[config.mk]
export PLATFORM = sky130hd
export DESIGN_NAME = m_nhart_mem_arbiter_flat
export DESIGN_NICKNAME = d
export VERILOG_FILES = /design/src/rtl/m_nhart_mem_arbiter_if.sv /design/src/rtl/m_nhart_mem_arbiter.sv /design/src/flat_wrapper.sv
export SDC_FILE = /design/constraint.sdc
export NUM_CORES = 1
export LEC_CHECK = 0
export BUFFER_PORTS_ARGS = -buffer_cell sky130_fd_sc_hd__buf_2
export CELL_PAD_IN_SITES_DETAIL_PLACEMENT = 0
export CELL_PAD_IN_SITES_GLOBAL_PLACEMENT = 1
export CORE_ASPECT_RATIO = 0.7
export CORE_MARGIN = 4
export CORE_UTILIZATION = 41
export CTS_BUF_LIST = sky130_fd_sc_hd__clkbuf_4
export DETAILED_ROUTE_END_ITERATION = 8
export MAX_ROUTING_LAYER = met4
export PLACE_DENSITY_LB_ADDON = 0.1
export REMOVE_ABC_BUFFERS = 1
export SLEW_MARGIN = 20
export SYNTH_ARGS = -nofsm -noshare
export SYNTH_HDL_FRONTEND = slang
export SYNTH_SLANG_ARGS = --single-unit
[constraint.sdc]
create_clock -name CLK -period 1.7 [get_ports CLK]
set_input_delay 0.34 -clock CLK [delete_from_list [all_inputs] [get_ports CLK]]
set_output_delay 0.34 -clock CLK [all_outputs]
set_load 0.02 [all_outputs]
[src/rtl/m_nhart_mem_arbiter_if.sv]
// ---------------------------------------------------------------------------
// m_nhart_mem_arbiter_if
// Bundles the per-hart request channels and the single DRAM port of the
// shared-memory arbiter.
//   slave  : arbiter side. It takes the hart requests and DRAM read data, and
//            drives the grants, completions, reservation flags and DRAM command.
//   master : environment side. It holds the harts' MMUs and the DRAM device.
// Per-hart vectors are packed: hart h uses bit h, [h*AW +: AW],
// [h*DW +: DW] and [h*3 +: 3].
// ---------------------------------------------------------------------------
interface m_nhart_mem_arbiter_if #(
    parameter int NHART = 2,
    parameter int AW    = 32,
    parameter int DW    = 32
);
    // hart request channels
    logic [NHART-1:0]    w_req_le;
    logic [NHART-1:0]    w_req_we;
    logic [NHART-1:0]    w_req_lr;
    logic [NHART-1:0]    w_req_sc;
    logic [NHART*AW-1:0] w_req_addr;
    logic [NHART*DW-1:0] w_req_wdata;
    logic [NHART*3-1:0]  w_req_ctrl;
    // arbiter responses
    logic [NHART-1:0]    w_grant;
    logic [NHART-1:0]    w_req_done;
    logic [DW-1:0]       w_rdata;
    logic                w_sc_fail;
    logic [NHART-1:0]    w_resv_valid;
    // DRAM port
    logic [AW-1:0]       w_dram_addr;
    logic [DW-1:0]       w_dram_wdata;
    logic [2:0]          w_dram_ctrl;
    logic                w_dram_le;
    logic                w_dram_we_t;
    logic [DW-1:0]       w_dram_odata;
    logic                w_dram_busy;

    modport slave (
        input  w_req_le, w_req_we, w_req_lr, w_req_sc,
        input  w_req_addr, w_req_wdata, w_req_ctrl,
        input  w_dram_odata, w_dram_busy,
        output w_grant, w_req_done, w_rdata, w_sc_fail, w_resv_valid,
        output w_dram_addr, w_dram_wdata, w_dram_ctrl, w_dram_le, w_dram_we_t
    );

    modport master (
        output w_req_le, w_req_we, w_req_lr, w_req_sc,
        output w_req_addr, w_req_wdata, w_req_ctrl,
        output w_dram_odata, w_dram_busy,
        input  w_grant, w_req_done, w_rdata, w_sc_fail, w_resv_valid,
        input  w_dram_addr, w_dram_wdata, w_dram_ctrl, w_dram_le, w_dram_we_t
    );
endinterface

[src/rtl/m_nhart_mem_arbiter.sv]
// ---------------------------------------------------------------------------
// m_nhart_mem_arbiter
// Round-robin arbiter that shares one DRAM port between NHART harts. It also
// keeps one LR/SC reservation per hart, so SC pass/fail is decided centrally.
// Ports:
//   CLK    : clock
//   RST_X  : asynchronous active-low reset; it aborts any transaction in flight
//   bus    : m_nhart_mem_arbiter_if.slave, with the hart request channels
//            (le/we/lr/sc/addr/wdata/ctrl), grant/done/rdata/sc_fail,
//            the reservation flags and the DRAM command/response port
// Every output is a register. The FSM computes each output's value for the
// next state, so strobes and done line up exactly with ISSUE and DONE.
// ---------------------------------------------------------------------------
module m_nhart_mem_arbiter #(
    parameter int NHART = 2,
    parameter int AW    = 32,
    parameter int DW    = 32,
    parameter int GRAN  = 2
) (
    input  logic                  CLK,
    input  logic                  RST_X,
    m_nhart_mem_arbiter_if.slave  bus
);
    localparam int IW = (NHART > 1) ? $clog2(NHART) : 1;
    localparam int RW = AW - GRAN;

    typedef enum logic [1:0] {
        IDLE  = 2'd0,
        ISSUE = 2'd1,
        WAIT  = 2'd2,
        DONE  = 2'd3
    } state_t;

    // Reservation granule index of a byte address.
    function automatic logic [RW-1:0] granule(input logic [AW-1:0] a);
        return a[AW-1:GRAN];
    endfunction

    // One-hot vector for a hart index.
    function automatic logic [NHART-1:0] onehot(input logic [IW-1:0] i);
        logic [NHART-1:0] v;
        v    = '0;
        v[i] = 1'b1;
        return v;
    endfunction

    // FSM and output registers
    state_t            state_r;
    state_t            state_nxt_s;
    logic [NHART-1:0]  grant_r, grant_nxt_s;
    logic [NHART-1:0]  done_r, done_nxt_s;
    logic              le_r, le_nxt_s;
    logic              we_r, we_nxt_s;
    logic              sc_fail_r, sc_fail_nxt_s;
    logic [DW-1:0]     rdata_r, rdata_nxt_s;
    logic              latch_s;

    // latched transaction
    logic [IW-1:0]     idx_r;
    logic [AW-1:0]     addr_r;
    logic [DW-1:0]     wdata_r;
    logic [2:0]        ctrl_r;
    logic              op_load_r, op_lr_r, op_store_r, op_sc_r, sc_pass_r;

    // arbitration history
    logic [IW-1:0]     last_r;
    logic [NHART-1:0]  mask_r;

    // reservations
    logic [NHART-1:0]  resv_valid_r;
    logic [RW-1:0]     resv_addr_r [NHART];

    // selection
    logic [NHART-1:0]  req_s;
    logic              pick_found_s;
    logic [IW-1:0]     pick_idx_s;
    logic              sel_le_s, sel_we_s, sel_lr_s, sel_sc_s, sel_load_s, sel_pass_s;
    logic [AW-1:0]     sel_addr_s;
    logic [DW-1:0]     sel_wdata_s;
    logic [2:0]        sel_ctrl_s;

    // The previous owner is masked during the first IDLE cycle after its
    // done, because its request level may still be up in that cycle.
    assign req_s = (bus.w_req_le | bus.w_req_we) & ~mask_r;

    // Round-robin pick: the first requester after last_r, wrapping modulo NHART.
    always_comb begin
        int cand_k;
        cand_k       = 0;
        pick_found_s = 1'b0;
        pick_idx_s   = '0;
        for (int i = 1; i <= NHART; i++) begin
            cand_k = int'(last_r) + i;
            cand_k = (cand_k >= NHART) ? (cand_k - NHART) : cand_k;
            if (!pick_found_s && req_s[IW'(cand_k)]) begin
                pick_found_s = 1'b1;
                pick_idx_s   = IW'(cand_k);
            end else begin
                pick_found_s = pick_found_s;
            end
        end
    end

    assign sel_le_s    = bus.w_req_le[pick_idx_s];
    assign sel_we_s    = bus.w_req_we[pick_idx_s];
    assign sel_lr_s    = bus.w_req_lr[pick_idx_s];
    assign sel_sc_s    = bus.w_req_sc[pick_idx_s];
    assign sel_addr_s  = bus.w_req_addr[int'(pick_idx_s)*AW +: AW];
    assign sel_wdata_s = bus.w_req_wdata[int'(pick_idx_s)*DW +: DW];
    assign sel_ctrl_s  = bus.w_req_ctrl[int'(pick_idx_s)*3 +: 3];
    // le together with we counts as a store.
    assign sel_load_s  = sel_le_s & ~sel_we_s;
    // Reservations only change in DONE, so they can be checked at selection time.
    assign sel_pass_s  = resv_valid_r[pick_idx_s] &&
                         (resv_addr_r[pick_idx_s] == granule(sel_addr_s));

    // Next-state and next-output logic.
    always_comb begin
        state_nxt_s   = state_r;
        grant_nxt_s   = grant_r;
        done_nxt_s    = '0;
        le_nxt_s      = 1'b0;
        we_nxt_s      = 1'b0;
        sc_fail_nxt_s = 1'b0;
        rdata_nxt_s   = rdata_r;
        latch_s       = 1'b0;
        case (state_r)
            IDLE: begin
                if (pick_found_s) begin
                    state_nxt_s = ISSUE;
                    latch_s     = 1'b1;
                    grant_nxt_s = onehot(pick_idx_s);
                    le_nxt_s    = sel_load_s;
                    // A failing SC never reaches the DRAM.
                    we_nxt_s    = sel_we_s & (~sel_sc_s | sel_pass_s);
                end else begin
                    state_nxt_s = IDLE;
                    grant_nxt_s = '0;
                end
            end
            ISSUE: begin
                if (op_sc_r && !sc_pass_r) begin
                    state_nxt_s   = DONE;
                    done_nxt_s    = grant_r;
                    sc_fail_nxt_s = 1'b1;
                end else begin
                    state_nxt_s   = WAIT;
                end
            end
            WAIT: begin
                if (!bus.w_dram_busy) begin
                    state_nxt_s = DONE;
                    done_nxt_s  = grant_r;
                    if (op_load_r) begin
                        rdata_nxt_s = bus.w_dram_odata;
                    end else begin
                        rdata_nxt_s = rdata_r;
                    end
                end else begin
                    state_nxt_s = WAIT;
                end
            end
            DONE: begin
                state_nxt_s = IDLE;
                grant_nxt_s = '0;
            end
            default: begin
                state_nxt_s = IDLE;
                grant_nxt_s = '0;
            end
        endcase
    end

    // State register and registered outputs.
    always_ff @(posedge CLK or negedge RST_X) begin
        if (!RST_X) begin
            state_r   <= IDLE;
            grant_r   <= '0;
            done_r    <= '0;
            le_r      <= 1'b0;
            we_r      <= 1'b0;
            sc_fail_r <= 1'b0;
            rdata_r   <= '0;
        end else begin
            state_r   <= state_nxt_s;
            grant_r   <= grant_nxt_s;
            done_r    <= done_nxt_s;
            le_r      <= le_nxt_s;
            we_r      <= we_nxt_s;
            sc_fail_r <= sc_fail_nxt_s;
            rdata_r   <= rdata_nxt_s;
        end
    end

    // Transaction latch. The address, data and control stay stable until the next grant.
    always_ff @(posedge CLK or negedge RST_X) begin
        if (!RST_X) begin
            idx_r      <= '0;
            addr_r     <= '0;
            wdata_r    <= '0;
            ctrl_r     <= 3'd0;
            op_load_r  <= 1'b0;
            op_lr_r    <= 1'b0;
            op_store_r <= 1'b0;
            op_sc_r    <= 1'b0;
            sc_pass_r  <= 1'b0;
        end else if (latch_s) begin
            idx_r      <= pick_idx_s;
            addr_r     <= sel_addr_s;
            wdata_r    <= sel_wdata_s;
            ctrl_r     <= sel_ctrl_s;
            op_load_r  <= sel_load_s;
            op_lr_r    <= sel_load_s & sel_lr_s;
            op_store_r <= sel_we_s;
            op_sc_r    <= sel_we_s & sel_sc_s;
            sc_pass_r  <= sel_pass_s;
        end
    end

    // Round-robin pointer and the one-cycle mask on the previous owner.
    always_ff @(posedge CLK or negedge RST_X) begin
        if (!RST_X) begin
            last_r <= IW'(NHART - 1);
            mask_r <= '0;
        end else if (state_r == DONE) begin
            last_r <= idx_r;
            mask_r <= grant_r;
        end else begin
            mask_r <= '0;
        end
    end

    // Reservation updates when a transaction completes.
    always_ff @(posedge CLK or negedge RST_X) begin
        if (!RST_X) begin
            resv_valid_r <= '0;
            for (int k = 0; k < NHART; k++) begin
                resv_addr_r[k] <= '0;
            end
        end else if (state_r == DONE) begin
            for (int k = 0; k < NHART; k++) begin
                if (op_lr_r && (int'(idx_r) == k)) begin
                    resv_valid_r[k] <= 1'b1;
                    resv_addr_r[k]  <= granule(addr_r);
                end else if (op_store_r && (!op_sc_r || sc_pass_r) &&
                             (resv_addr_r[k] == granule(addr_r))) begin
                    resv_valid_r[k] <= 1'b0;
                end
                // Any SC, pass or fail, consumes the owner's reservation.
                if (op_sc_r && (int'(idx_r) == k)) begin
                    resv_valid_r[k] <= 1'b0;
                end
            end
        end
    end

    assign bus.w_grant      = grant_r;
    assign bus.w_req_done   = done_r;
    assign bus.w_rdata      = rdata_r;
    assign bus.w_sc_fail    = sc_fail_r;
    assign bus.w_resv_valid = resv_valid_r;
    assign bus.w_dram_addr  = addr_r;
    assign bus.w_dram_wdata = wdata_r;
    assign bus.w_dram_ctrl  = ctrl_r;
    assign bus.w_dram_le    = le_r;
    assign bus.w_dram_we_t  = we_r;
endmodule

[src/flat_wrapper.sv]
// flat-port wrapper written by rule: the top's interface ports become plain ports
module m_nhart_mem_arbiter_flat 
#(
    parameter int NHART = 2,
    parameter int AW    = 32,
    parameter int DW    = 32,
    parameter int GRAN  = 2
)
  (CLK, RST_X, bus_w_req_le, bus_w_req_we, bus_w_req_lr, bus_w_req_sc, bus_w_req_addr, bus_w_req_wdata, bus_w_req_ctrl, bus_w_dram_odata, bus_w_dram_busy, bus_w_grant, bus_w_req_done, bus_w_rdata, bus_w_sc_fail, bus_w_resv_valid, bus_w_dram_addr, bus_w_dram_wdata, bus_w_dram_ctrl, bus_w_dram_le, bus_w_dram_we_t);
  m_nhart_mem_arbiter_if #(.NHART(NHART), .AW(AW), .DW(DW)) bus_i ();
  input  logic CLK;
  input  logic RST_X;
  input wire logic [$bits(bus_i.w_req_le)-1:0] bus_w_req_le;
  input wire logic [$bits(bus_i.w_req_we)-1:0] bus_w_req_we;
  input wire logic [$bits(bus_i.w_req_lr)-1:0] bus_w_req_lr;
  input wire logic [$bits(bus_i.w_req_sc)-1:0] bus_w_req_sc;
  input wire logic [$bits(bus_i.w_req_addr)-1:0] bus_w_req_addr;
  input wire logic [$bits(bus_i.w_req_wdata)-1:0] bus_w_req_wdata;
  input wire logic [$bits(bus_i.w_req_ctrl)-1:0] bus_w_req_ctrl;
  input wire logic [$bits(bus_i.w_dram_odata)-1:0] bus_w_dram_odata;
  input wire logic [$bits(bus_i.w_dram_busy)-1:0] bus_w_dram_busy;
  output wire logic [$bits(bus_i.w_grant)-1:0] bus_w_grant;
  output wire logic [$bits(bus_i.w_req_done)-1:0] bus_w_req_done;
  output wire logic [$bits(bus_i.w_rdata)-1:0] bus_w_rdata;
  output wire logic [$bits(bus_i.w_sc_fail)-1:0] bus_w_sc_fail;
  output wire logic [$bits(bus_i.w_resv_valid)-1:0] bus_w_resv_valid;
  output wire logic [$bits(bus_i.w_dram_addr)-1:0] bus_w_dram_addr;
  output wire logic [$bits(bus_i.w_dram_wdata)-1:0] bus_w_dram_wdata;
  output wire logic [$bits(bus_i.w_dram_ctrl)-1:0] bus_w_dram_ctrl;
  output wire logic [$bits(bus_i.w_dram_le)-1:0] bus_w_dram_le;
  output wire logic [$bits(bus_i.w_dram_we_t)-1:0] bus_w_dram_we_t;
  assign bus_i.w_req_le = bus_w_req_le;
  assign bus_i.w_req_we = bus_w_req_we;
  assign bus_i.w_req_lr = bus_w_req_lr;
  assign bus_i.w_req_sc = bus_w_req_sc;
  assign bus_i.w_req_addr = bus_w_req_addr;
  assign bus_i.w_req_wdata = bus_w_req_wdata;
  assign bus_i.w_req_ctrl = bus_w_req_ctrl;
  assign bus_i.w_dram_odata = bus_w_dram_odata;
  assign bus_i.w_dram_busy = bus_w_dram_busy;
  assign bus_w_grant = bus_i.w_grant;
  assign bus_w_req_done = bus_i.w_req_done;
  assign bus_w_rdata = bus_i.w_rdata;
  assign bus_w_sc_fail = bus_i.w_sc_fail;
  assign bus_w_resv_valid = bus_i.w_resv_valid;
  assign bus_w_dram_addr = bus_i.w_dram_addr;
  assign bus_w_dram_wdata = bus_i.w_dram_wdata;
  assign bus_w_dram_ctrl = bus_i.w_dram_ctrl;
  assign bus_w_dram_le = bus_i.w_dram_le;
  assign bus_w_dram_we_t = bus_i.w_dram_we_t;
  m_nhart_mem_arbiter #(.NHART(NHART), .AW(AW), .DW(DW), .GRAN(GRAN)) u_core (.CLK(CLK), .RST_X(RST_X), .bus(bus_i));
endmodule
=== Word level (Yosys, flattened, before mapping) ===
Index checks and enable logic that the tools add are counted.
Widths: inputs -> output; s select.

* Register bits: 178
* Bits of input ports: 177
* Output and inout bits: 108

* Add/sub/neg operators: 4
* Multiply operators: 1
* $lt $le $gt $ge: 7
* Equal/unequal tests: 6
* Shift operators: 3
* Muxes and demuxes: 49
* Bitwise gates (word level): 13
* Reductions and logical operators: 24

{| class="wikitable"
|+ Operator list
! operator !! number
|-
| $shiftx 64x7->32 || 2
|-
| $eq 30x30->1 || 3
|-
| $mux 30 || 3
|-
| $mux 1 || 39
|-
| $shiftx 6x32->3 || 1
|-
| $logic_and 1x1->1 || 11
|-
| $pmux 2 s2 || 2
|-
| $pmux 2 s4 || 1
|-
| $reduce_and 2->1 || 4
|-
| $lt 1x3->1 const B || 2
|-
| $mux 2 || 3
|-
| $reduce_bool 3->1 || 2
|-
| $and 1x1->1 || 5
|-
| $not 1->1 || 5
|-
| $eq 2x2->1 const B || 2
|-
| $ge 2x2->1 const B || 2
|-
| $add 1x2->3 const B || 1
|-
| $ge 3x2->1 const B || 1
|-
| $logic_not 1->1 || 3
|-
| $mul 1x2->3 const B || 1
|-
| $reduce_and 3->1 || 1
|-
| $add 1x1->2 const B || 1
|-
| $eq 2x1->1 const B || 1
|-
| $logic_not 2->1 || 1
|-
| other kinds (8) || 10
|}

=== Logic depth before layout (Yosys ltp) ===
Gate-level depths: netlist (run 1).

* Depth after elaboration: 20
* Mapped depth: 8
* Mapped depth without buffers: 6

=== Worst setup path after synthesis (run 1) ===
OpenSTA, ideal clock, no wires.

* Path type: reg-to-reg
* Start: register u_core.addr_r[31] (netlist: u_core.bus.w_dram_addr[31])
* End: register u_core.resv_valid_r[1] (netlist: u_core.bus.w_resv_valid[1])
* Library setup time: 0.144 ns
* Arrival time: 1.480 ns
* Path slack: 0.075 ns
* Cell stages (with the launch flop): 6
* Period minus slack after synthesis: 1.625 ns
* Cells stage by stage: dfrtp_1 -> xnor2_1 -> nand4_1 -> or4_1 -> nor4_1 -> a311oi_1

* Longest elaborated chain between the ends: 4

{| class="wikitable"
|+ RTL lines
! what !! line !! source
|-
| start: declaration || m_nhart_mem_arbiter.sv:60 || <nowiki>logic [AW-1:0] addr_r;</nowiki>
|-
| start signal: assignment || m_nhart_mem_arbiter.sv:209 || <nowiki>addr_r <= sel_addr_s;</nowiki>
|-
| $eq 30x30->1 || m_nhart_mem_arbiter.sv:246 || <nowiki>(resv_addr_r[k] == granule(addr_r))) begin</nowiki>
|-
| $logic_and 1x1->1 || m_nhart_mem_arbiter.sv:245 || <nowiki>end else if (op_store_r && (!op_sc_r || sc_pass_r) &&</nowiki>
|-
| $reduce_bool 3->1 (no source line) || n/a ||
|-
| $reduce_and 2->1 (no source line) || n/a ||
|-
| end signal: indexed assignment || m_nhart_mem_arbiter.sv:243 || <nowiki>resv_valid_r[k] <= 1'b1;</nowiki>
|-
| end signal: indexed assignment || m_nhart_mem_arbiter.sv:247 || <nowiki>resv_valid_r[k] <= 1'b0;</nowiki>
|-
| end signal: indexed assignment || m_nhart_mem_arbiter.sv:251 || <nowiki>resv_valid_r[k] <= 1'b0;</nowiki>
|-
| end: declaration || m_nhart_mem_arbiter.sv:70 || <nowiki>logic [NHART-1:0] resv_valid_r;</nowiki>
|}

Every way passes these cells.
A chain may end at the register's enable or synchronous reset.

=== Worst setup path in the final report (run 1) ===
* Start: register u_core.resv_addr_r[40] (netlist bit)
* End: register u_core.we_r (netlist: u_core.bus.w_dram_we_t)

* Longest elaborated chain between the ends: 9

{| class="wikitable"
|+ RTL lines
! what !! line !! source
|-
| start: declaration || m_nhart_mem_arbiter.sv:71 || <nowiki>logic [RW-1:0] resv_addr_r [NHART];</nowiki>
|-
| start signal: indexed assignment || m_nhart_mem_arbiter.sv:244 || <nowiki>resv_addr_r[k] <= granule(addr_r);</nowiki>
|-
| $mux 30 (implied by the code) (3 in a row) || m_nhart_mem_arbiter.sv:115 || <nowiki>(resv_addr_r[pick_idx_s] == granule(sel_addr_s));</nowiki>
|-
| $eq 30x30->1 || m_nhart_mem_arbiter.sv:115 ||
|-
| $logic_and 1x1->1 || m_nhart_mem_arbiter.sv:114 || <nowiki>assign sel_pass_s = resv_valid_r[pick_idx_s] &&</nowiki>
|-
| $or 1x1->1 || m_nhart_mem_arbiter.sv:135 || <nowiki>we_nxt_s = sel_we_s & (~sel_sc_s | sel_pass_s);</nowiki>
|-
| $and 1x1->1 || m_nhart_mem_arbiter.sv:135 ||
|-
| $mux 1 || m_nhart_mem_arbiter.sv:129 || <nowiki>if (pick_found_s) begin</nowiki>
|-
| $mux 1 || m_nhart_mem_arbiter.sv:127 || <nowiki>case (state_r)</nowiki>
|-
| via u_core.we_nxt_s || m_nhart_mem_arbiter.sv:53 || <nowiki>logic we_r, we_nxt_s;</nowiki>
|-
| end signal: assignment || m_nhart_mem_arbiter.sv:189 || <nowiki>we_r <= we_nxt_s;</nowiki>
|-
| end: declaration || m_nhart_mem_arbiter.sv:53 ||
|}

The timed path passes the listed nets, and every way through them passes these cells. The select of a mux whose other input is x is not followed.

==> impl_metrics.env, run 1 <==
export IMPL_nNetsFinal=1337
export IMPL_rsz0062_at_grt="true"
export IMPL_ys_flop_type="dfrtp_1"
export IMPL_synth_top_family_by_area="multiplexers"
export IMPL_tightestPinTransition_ns=0.465
export IMPL_min_path_type="input port to register"
export IMPL_post_place_ws_ns=-0.229
export IMPL_vias=6979
export IMPL_die_area_um2=23600
export IMPL_crit_path_max_fanout=2
export IMPL_wl_um=25900
export IMPL_dp_cells=1362
export IMPL_cts_made_buffers=17
export IMPL_yosys_mux_area_fraction_pct=20.4
export IMPL_cp_slowest_stage_delay_ns=0.45
export IMPL_path_clk_slew_ns=0.16
export IMPL_insertion_delay_ns=0.57
export IMPL_die_y_um=130
export IMPL_status="complete, but fails checks"
export IMPL_overflow=0
export IMPL_synth_distinct_cells=44
export IMPL_wl_per_cell_um=17.9
export IMPL_dr_first_iter_drc_count=394
export IMPL_grt_total_usage_pct=22.4
export IMPL_fin_cells=1447
export IMPL_synth_compound_area_share_pct=6.32
export IMPL_slew_violations=0
export IMPL_power_leakage_nw=6.22
export IMPL_synth_area_leaders="dfrtp_1, mux2_2, mux2i_1"
export IMPL_yosys_area_share_simple_pct=7.65
export IMPL_synth_fa_ha_area_share_pct=0.578
export IMPL_fmax_mhz=570
export IMPL_hpwl_um=20100
export IMPL_synth_top_area_share_pct=51.1
export IMPL_critPathSlowestCell="a222oi_1"
export IMPL_period_minus_slack_ns=1.75
export IMPL_finClkSkew_ns=0.0282
export IMPL_antenna_found_initial=2
export IMPL_critPathRequiredTime_ns=2.20
export IMPL_grt_pass1_wl_um=39600
export IMPL_path_class="register to register"
export IMPL_start_util_pct=41.8
export IMPL_synth_xor_xnor_area_share_pct=10.7
export IMPL_yosysWarnings=0
export IMPL_arrival_ns=2.25
export IMPL_ys_seq_elements=178
export IMPL_cts_tree="yes"
export IMPL_areaGrowthSynthToFinish_pct=41.7
export IMPL_cts_buffer_depth=2
export IMPL_synthArstFlopShare_pct=100
export IMPL_endpoint_kind="register"
export IMPL_startpoint_type="register"
export IMPL_syn_area_um2=8670
export IMPL_ir_worst_vdd_v=0.000809
export IMPL_postLayoutSetupSlackWorst_ns=-0.0549
export IMPL_rows=44
export IMPL_setup_viol=4
export IMPL_yosys_area_top_type="dfrtp_1"
export IMPL_numPortBuffers=284
export IMPL_drv_cap=0
export IMPL_root_buffer="clkbuf_4"
export IMPL_fin_crit_sh_pct=103
export IMPL_syn_inst=742
export IMPL_routed_via_density=4.82
export IMPL_dieWidth_um=182
export IMPL_path_cells="buf_6 > inv_2 > a222oi_1 > nand4_1 > nor3_2 > o22ai_2 > a211oi_2"
export IMPL_synth_edf_count=0
export IMPL_layout_commonest_cell="buf_2"
export IMPL_grt_max_degree=56
export IMPL_first_pass_iters=4
export IMPL_avgSynthCellArea_um2=11.7
export IMPL_io_pins=285
export IMPL_clock_sinks=178
export IMPL_core_area_um2=20800
export IMPL_final_cell_mix="buf_2, dfrtp_1, mux2_2"
export IMPL_powerDensity_nw_per_um2=1790
export IMPL_drc=0
export IMPL_hold_violations=0
export IMPL_gp_congestion=0.872
export IMPL_seq_area_frac_synth_pct=51.4
export IMPL_htreeDepth=4
export IMPL_violations="setup timing"
export IMPL_path_delay_family="compound AO/OA/AOI/OAI gates"
export IMPL_drive_above_1_share_pct=47.6
export IMPL_relSlewSlack_pct=69.0
export IMPL_first_global_vias=7021
export IMPL_detail_route_antenna_nets=0
export IMPL_crit_buf_inv=2
## through the flow
stage / setup TNS, ns / instance area, um2 / utilization, % / power [mW] / hold WS, ns
after detailed placement: -0.504 / 11100 / 53.6 / 18.4 / 0.278
final: -0.156 / 12300 / 59.2 / 22.0 / 0.0537
after global placement: -0.406 / 11100 / 53.6 / 18.2 / 0.273
after CTS: -0.197 / 12100 / 58.2 / 21.7 / 0.00782
after global routing: -0.814 / 12300 / 59.2 / 23.5 / 0.00429
after floorplan: -145.61 / 8480 / - / 13.8 / 0.0444
## registers in the layout, summed over array words and instances, names as in the netlist, 2 cells and up
register	cells
u_core.bus.w_resv_valid	2
u_core.bus.w_req_done	2
u_core.bus.w_dram_ctrl	3
u_core.bus.w_grant	2
u_core.bus.w_dram_addr	32
u_core.bus.w_dram_wdata	32
u_core.state_r	2
u_core.bus.w_rdata	32
u_core.resv_addr_r	60
## power by group
group,total [mW],internal (mW),switching (mW)
sequential,7.39,6.04,1.36
combinational,12.0,5.68,6.30
clock,2.64,0.952,1.69
## what timing repair did
item | 4_1_cts | 5_1_grt
resized for setup | 60 | 42
hold buffers | 33 | 0
pin swaps | 8 | 9
endpoints found under the hold margin | 121 | 0
setup buffers | 14 | 8
setup endpoints to repair | 26 | 32
## logic make-up (layout without fill, tap and decap cells)
logic type	after synthesis	after routing
AOI/OAI and AO/OA	96	96
muxes	165	165
other	0	2
DFF	178	178
xor gates and xnor gates	106	106
adders and majority gates	4	4
and+or+nand+nor	140	140
buffers and inverters	53	480
## synth_stat cells (2+ instances only)
library cell	count
a21oi_1	3
a221oi_1	2
a22oi_1	2
and3_1	3
buf_1	3
buf_2	19
buf_6	3
clkbuf_1	9
dfrtp_1	177
ha_1	4
inv_1	17
mux2_2	95
mux2i_1	69
nand2_1	81
nand2b_1	3
nand3_1	4
nand4_1	15
nor2_1	7
nor2b_1	2
nor3_1	3
nor3_2	3
nor4_1	15
o21ai_0	71
o21ai_1	2
o22ai_1	5
o2bb2ai_1	2
or4_1	2
xnor2_1	52
xor2_1	54
## cell type report
type | count | area (um2)
fill | 1811 | 8470
sequential | 178 | 4460
multi-input combinational | 511 | 4080
timing repair buffer | 430 | 3000
tap | 276 | 345
clock inverter | 15 | 191
clock buffer | 17 | 128
inverter | 18 | 67.6
antenna | 2 | 5.00
## layer usage
metal	wire, um	GRT usage (%)
met1	12700	33.4
met2	11000	31.7
met3	1970	5.53
met4	155	3.00
met5	0	-
## final timing paths
| path | startpoint | endpoint | slack, ns | cells past startpoint |
|---|---|---|---|---|
| setup reg to reg | u_core.resv_addr_r[40] | u_core.bus.w_dram_we_t | -0.05 | 7 |
| hold reg to reg | u_core.bus.w_dram_wdata[1] | u_core.bus.w_dram_wdata[1] | 0.49 | 2 |
| max in group asynchronous | RST_X | u_core.last_r | 0.79 | 3 |
| min in group asynchronous | RST_X | u_core.bus.w_grant[1] | 0.23 | 2 |
| hold / removal | bus_w_req_addr[33] | u_core.bus.w_dram_addr[1] | 0.05 | 3 |
| setup / recovery | u_core.resv_addr_r[40] | u_core.bus.w_dram_we_t | -0.05 | 7 |
## worst register-to-register path, stage by stage, from the launching register on
cell and delay (ns):
dfrtp_1 0.41, buf_6 0.11, inv_2 0.03, a222oi_1 0.45, nand4_1 0.17, nor3_2 0.24, o22ai_2 0.11, a211oi_2 0.18
No activity file was read; power rests on OpenSTA's default activity.
==> run 2, diff against run 1 <==
--- a/config.mk
+++ b/config.mk
@@ -16,6 +16,7 @@
 export MAX_ROUTING_LAYER = met4
 export PLACE_DENSITY_LB_ADDON = 0.1
 export REMOVE_ABC_BUFFERS = 1
+export SKIP_LAST_GASP = 1
 export SLEW_MARGIN = 20
 export SYNTH_ARGS = -nofsm -noshare
 export SYNTH_HDL_FRONTEND = slang
==> run 2 against run 1 <==
The run still ends with setup timing left. Count of clock-buffer cells in the layout stayed put. Wire length is 0.14% higher. Power is 0.13% lower. Clock skew is 0.0013 ns lower. Largest cell class unchanged. Largest power group unchanged.
==> impl_metrics.env, run 2 (synthesized netlist as in run 1, its figures left out) <==
export IMPL_status="complete, but fails checks"
export IMPL_violations="setup timing"
export IMPL_path_clk_slew_ns=0.16
export IMPL_drive_above_1_share_pct=47.3
export IMPL_tightestPinTransition_ns=0.464
export IMPL_fill_cells=1815
export IMPL_areaGrowthSynthToFinish_pct=41.6
export IMPL_numPortBuffers=284
export IMPL_regMostFlops="u_core.resv_addr_r"
export IMPL_dp_cells=1362
export IMPL_cts_buffer_depth=2
export IMPL_vias=7046
export IMPL_die_y_um=130
export IMPL_hold_ws_ns=0.0579
export IMPL_cp_slowest_stage_delay_ns=0.45
export IMPL_power_leakage_nw=6.22
export IMPL_period_minus_slack_ns=1.75
export IMPL_place_area_um2=11100
export IMPL_routed_via_density=4.87
export IMPL_clock_sinks=178
export IMPL_regToRegSetupSlack_ns=-0.05
export IMPL_die_area_um2=23600
export IMPL_cts_made_buffers=17
export IMPL_first_global_vias=7016
export IMPL_critPathSlowestCell="a222oi_1"
export IMPL_htreeDepth=4
export IMPL_cts_tree="yes"
export IMPL_wl_per_cell_um=17.9
export IMPL_largest_reg_flops=60
export IMPL_endpoint_kind="register"
export IMPL_fin_crit_sh_pct=103
export IMPL_final_cell_mix="buf_2, dfrtp_1, mux2_2"
export IMPL_reg2reg_from="u_core.resv_addr_r[40]"
export IMPL_wl_um=25900
export IMPL_fin_cells=1446
export IMPL_gp_congestion=0.872
export IMPL_core_area_um2=20800
export IMPL_dieWidth_um=182
export IMPL_postLayoutSetupSlackWorst_ns=-0.0541
export IMPL_finClkSkew_ns=0.0270
export IMPL_fmax_mhz=570
export IMPL_rsz0062_at_grt="true"
export IMPL_drc=0
export IMPL_start_util_pct=41.8
export IMPL_slew_violations=0
export IMPL_first_pass_iters=7
export IMPL_endpoint="u_core.bus.w_dram_we_t"
export IMPL_final_setup_tns_ns=-0.144
export IMPL_drv_cap=0
export IMPL_r2r_worst_path_cells=7
export IMPL_detail_route_antenna_nets=0
export IMPL_r2r_end="u_core.bus.w_dram_we_t"
export IMPL_insertion_delay_ns=0.57
export IMPL_min_path_type="input port to register"
export IMPL_powerDensity_nw_per_um2=1790
export IMPL_antenna_found_initial=2
export IMPL_crit_path_max_fanout=2
export IMPL_hpwl_um=20100
export IMPL_root_buffer="clkbuf_4"
export IMPL_fin_area_um2=12300
export IMPL_relSlewSlack_pct=69.0
export IMPL_arrival_ns=2.24
export IMPL_path_class="register to register"
export IMPL_io_pins=285
export IMPL_post_place_ws_ns=-0.229
export IMPL_nNetsFinal=1336
export IMPL_overflow=0
export IMPL_hold_violations=0
export IMPL_setup_viol=4
export IMPL_startpoint_type="register"
export IMPL_rows=44
export IMPL_grt_total_usage_pct=22.4
export IMPL_dr_first_iter_drc_count=416
export IMPL_critPathLaunch="u_core.resv_addr_r[40]"
export IMPL_layout_commonest_cell="buf_2"
export IMPL_grt_pass1_wl_um=39600
export IMPL_path_cells="buf_6 > inv_2 > a222oi_1 > nand4_1 > nor3_2 > o22ai_2 > a211oi_2"
export IMPL_critPathRequiredTime_ns=2.19
export IMPL_grt_max_degree=56
export IMPL_ir_worst_vdd_v=0.000809
## run 2: cell count changes in the layout (fill, tap and decap cells not counted), sizes merged
cell  delta
buf      -1
## run 2: what timing repair did
item,4_1_cts,5_1_grt
hold endpoints to repair,121,0
endpoints found under the setup margin,26,32
pin swaps,6,8
hold buffers,33,0
setup buffers,14,7
gates resized for setup,56,46
## run 2: report_power, final
part           leakage, nW  internal (mW)  switching [mW]
sequential            2.26           6.04            1.36
combinational         3.79           5.68            6.28
clock                0.171          0.952            1.69
total                 6.22           12.7            9.32
## run 2: worst max-delay path, delay by kind of cell (launching register included)
| kind | cells | cell delay [ns] |
|---|---|---|
| AO/OA/AOI/OAI | 3 | 0.74 |
| buffers and inverters | 2 | 0.14 |
| flip-flops | 1 | 0.40 |
| AND/OR/NAND/NOR | 2 | 0.41 |
## run 2: metrics by stage
step	utilization [%]	total power, mW
global route	59.1	23.5
detailed placement	53.6	18.4
global placement	53.6	18.2
finish	59.1	22.0
CTS	58.1	21.7
floorplan	-	13.8
## run 2: layout make-up
class                   instances  area, um2  area share (%)
repair buffers                429       3000            24.5
clock buffers                  17        128            1.04
multi-input cells             511       4060            33.1
well taps                     276        345            2.81
clock inverters                15        191            1.56
flip-flops and latches        178       4460            36.4
inverters                      18       67.6           0.551
diodes                          2       5.00          0.0408
## run 2: routing by layer
layer | share of wire (%) | GRT usage (%) | vias to the layer above
met5 | 0 | - | -
met2 | 43 | 31.7 | 235
met4 | 0.66 | 3.00 | 0
li1 | - | - | 3428
met1 | 49 | 33.6 | 3364
met3 | 7.4 | 5.19 | 19
## run 2: worst min path at each step
stage	from	endpoint	slack, ns	depth (start not counted)
after floorplan	RST_X	u_core.bus.w_dram_addr[0]	0.04	0
after global placement	RST_X	u_core.state_r[1]	0.27	1
after detailed placement	RST_X	u_core.state_r[1]	0.28	1
after CTS	bus_w_req_ctrl[5]	u_core.bus.w_dram_ctrl[2]	0.008	3
after global routing	bus_w_req_ctrl[5]	u_core.bus.w_dram_ctrl[2]	0.004	3
final	bus_w_req_addr[33]	u_core.bus.w_dram_addr[1]	0.06	3
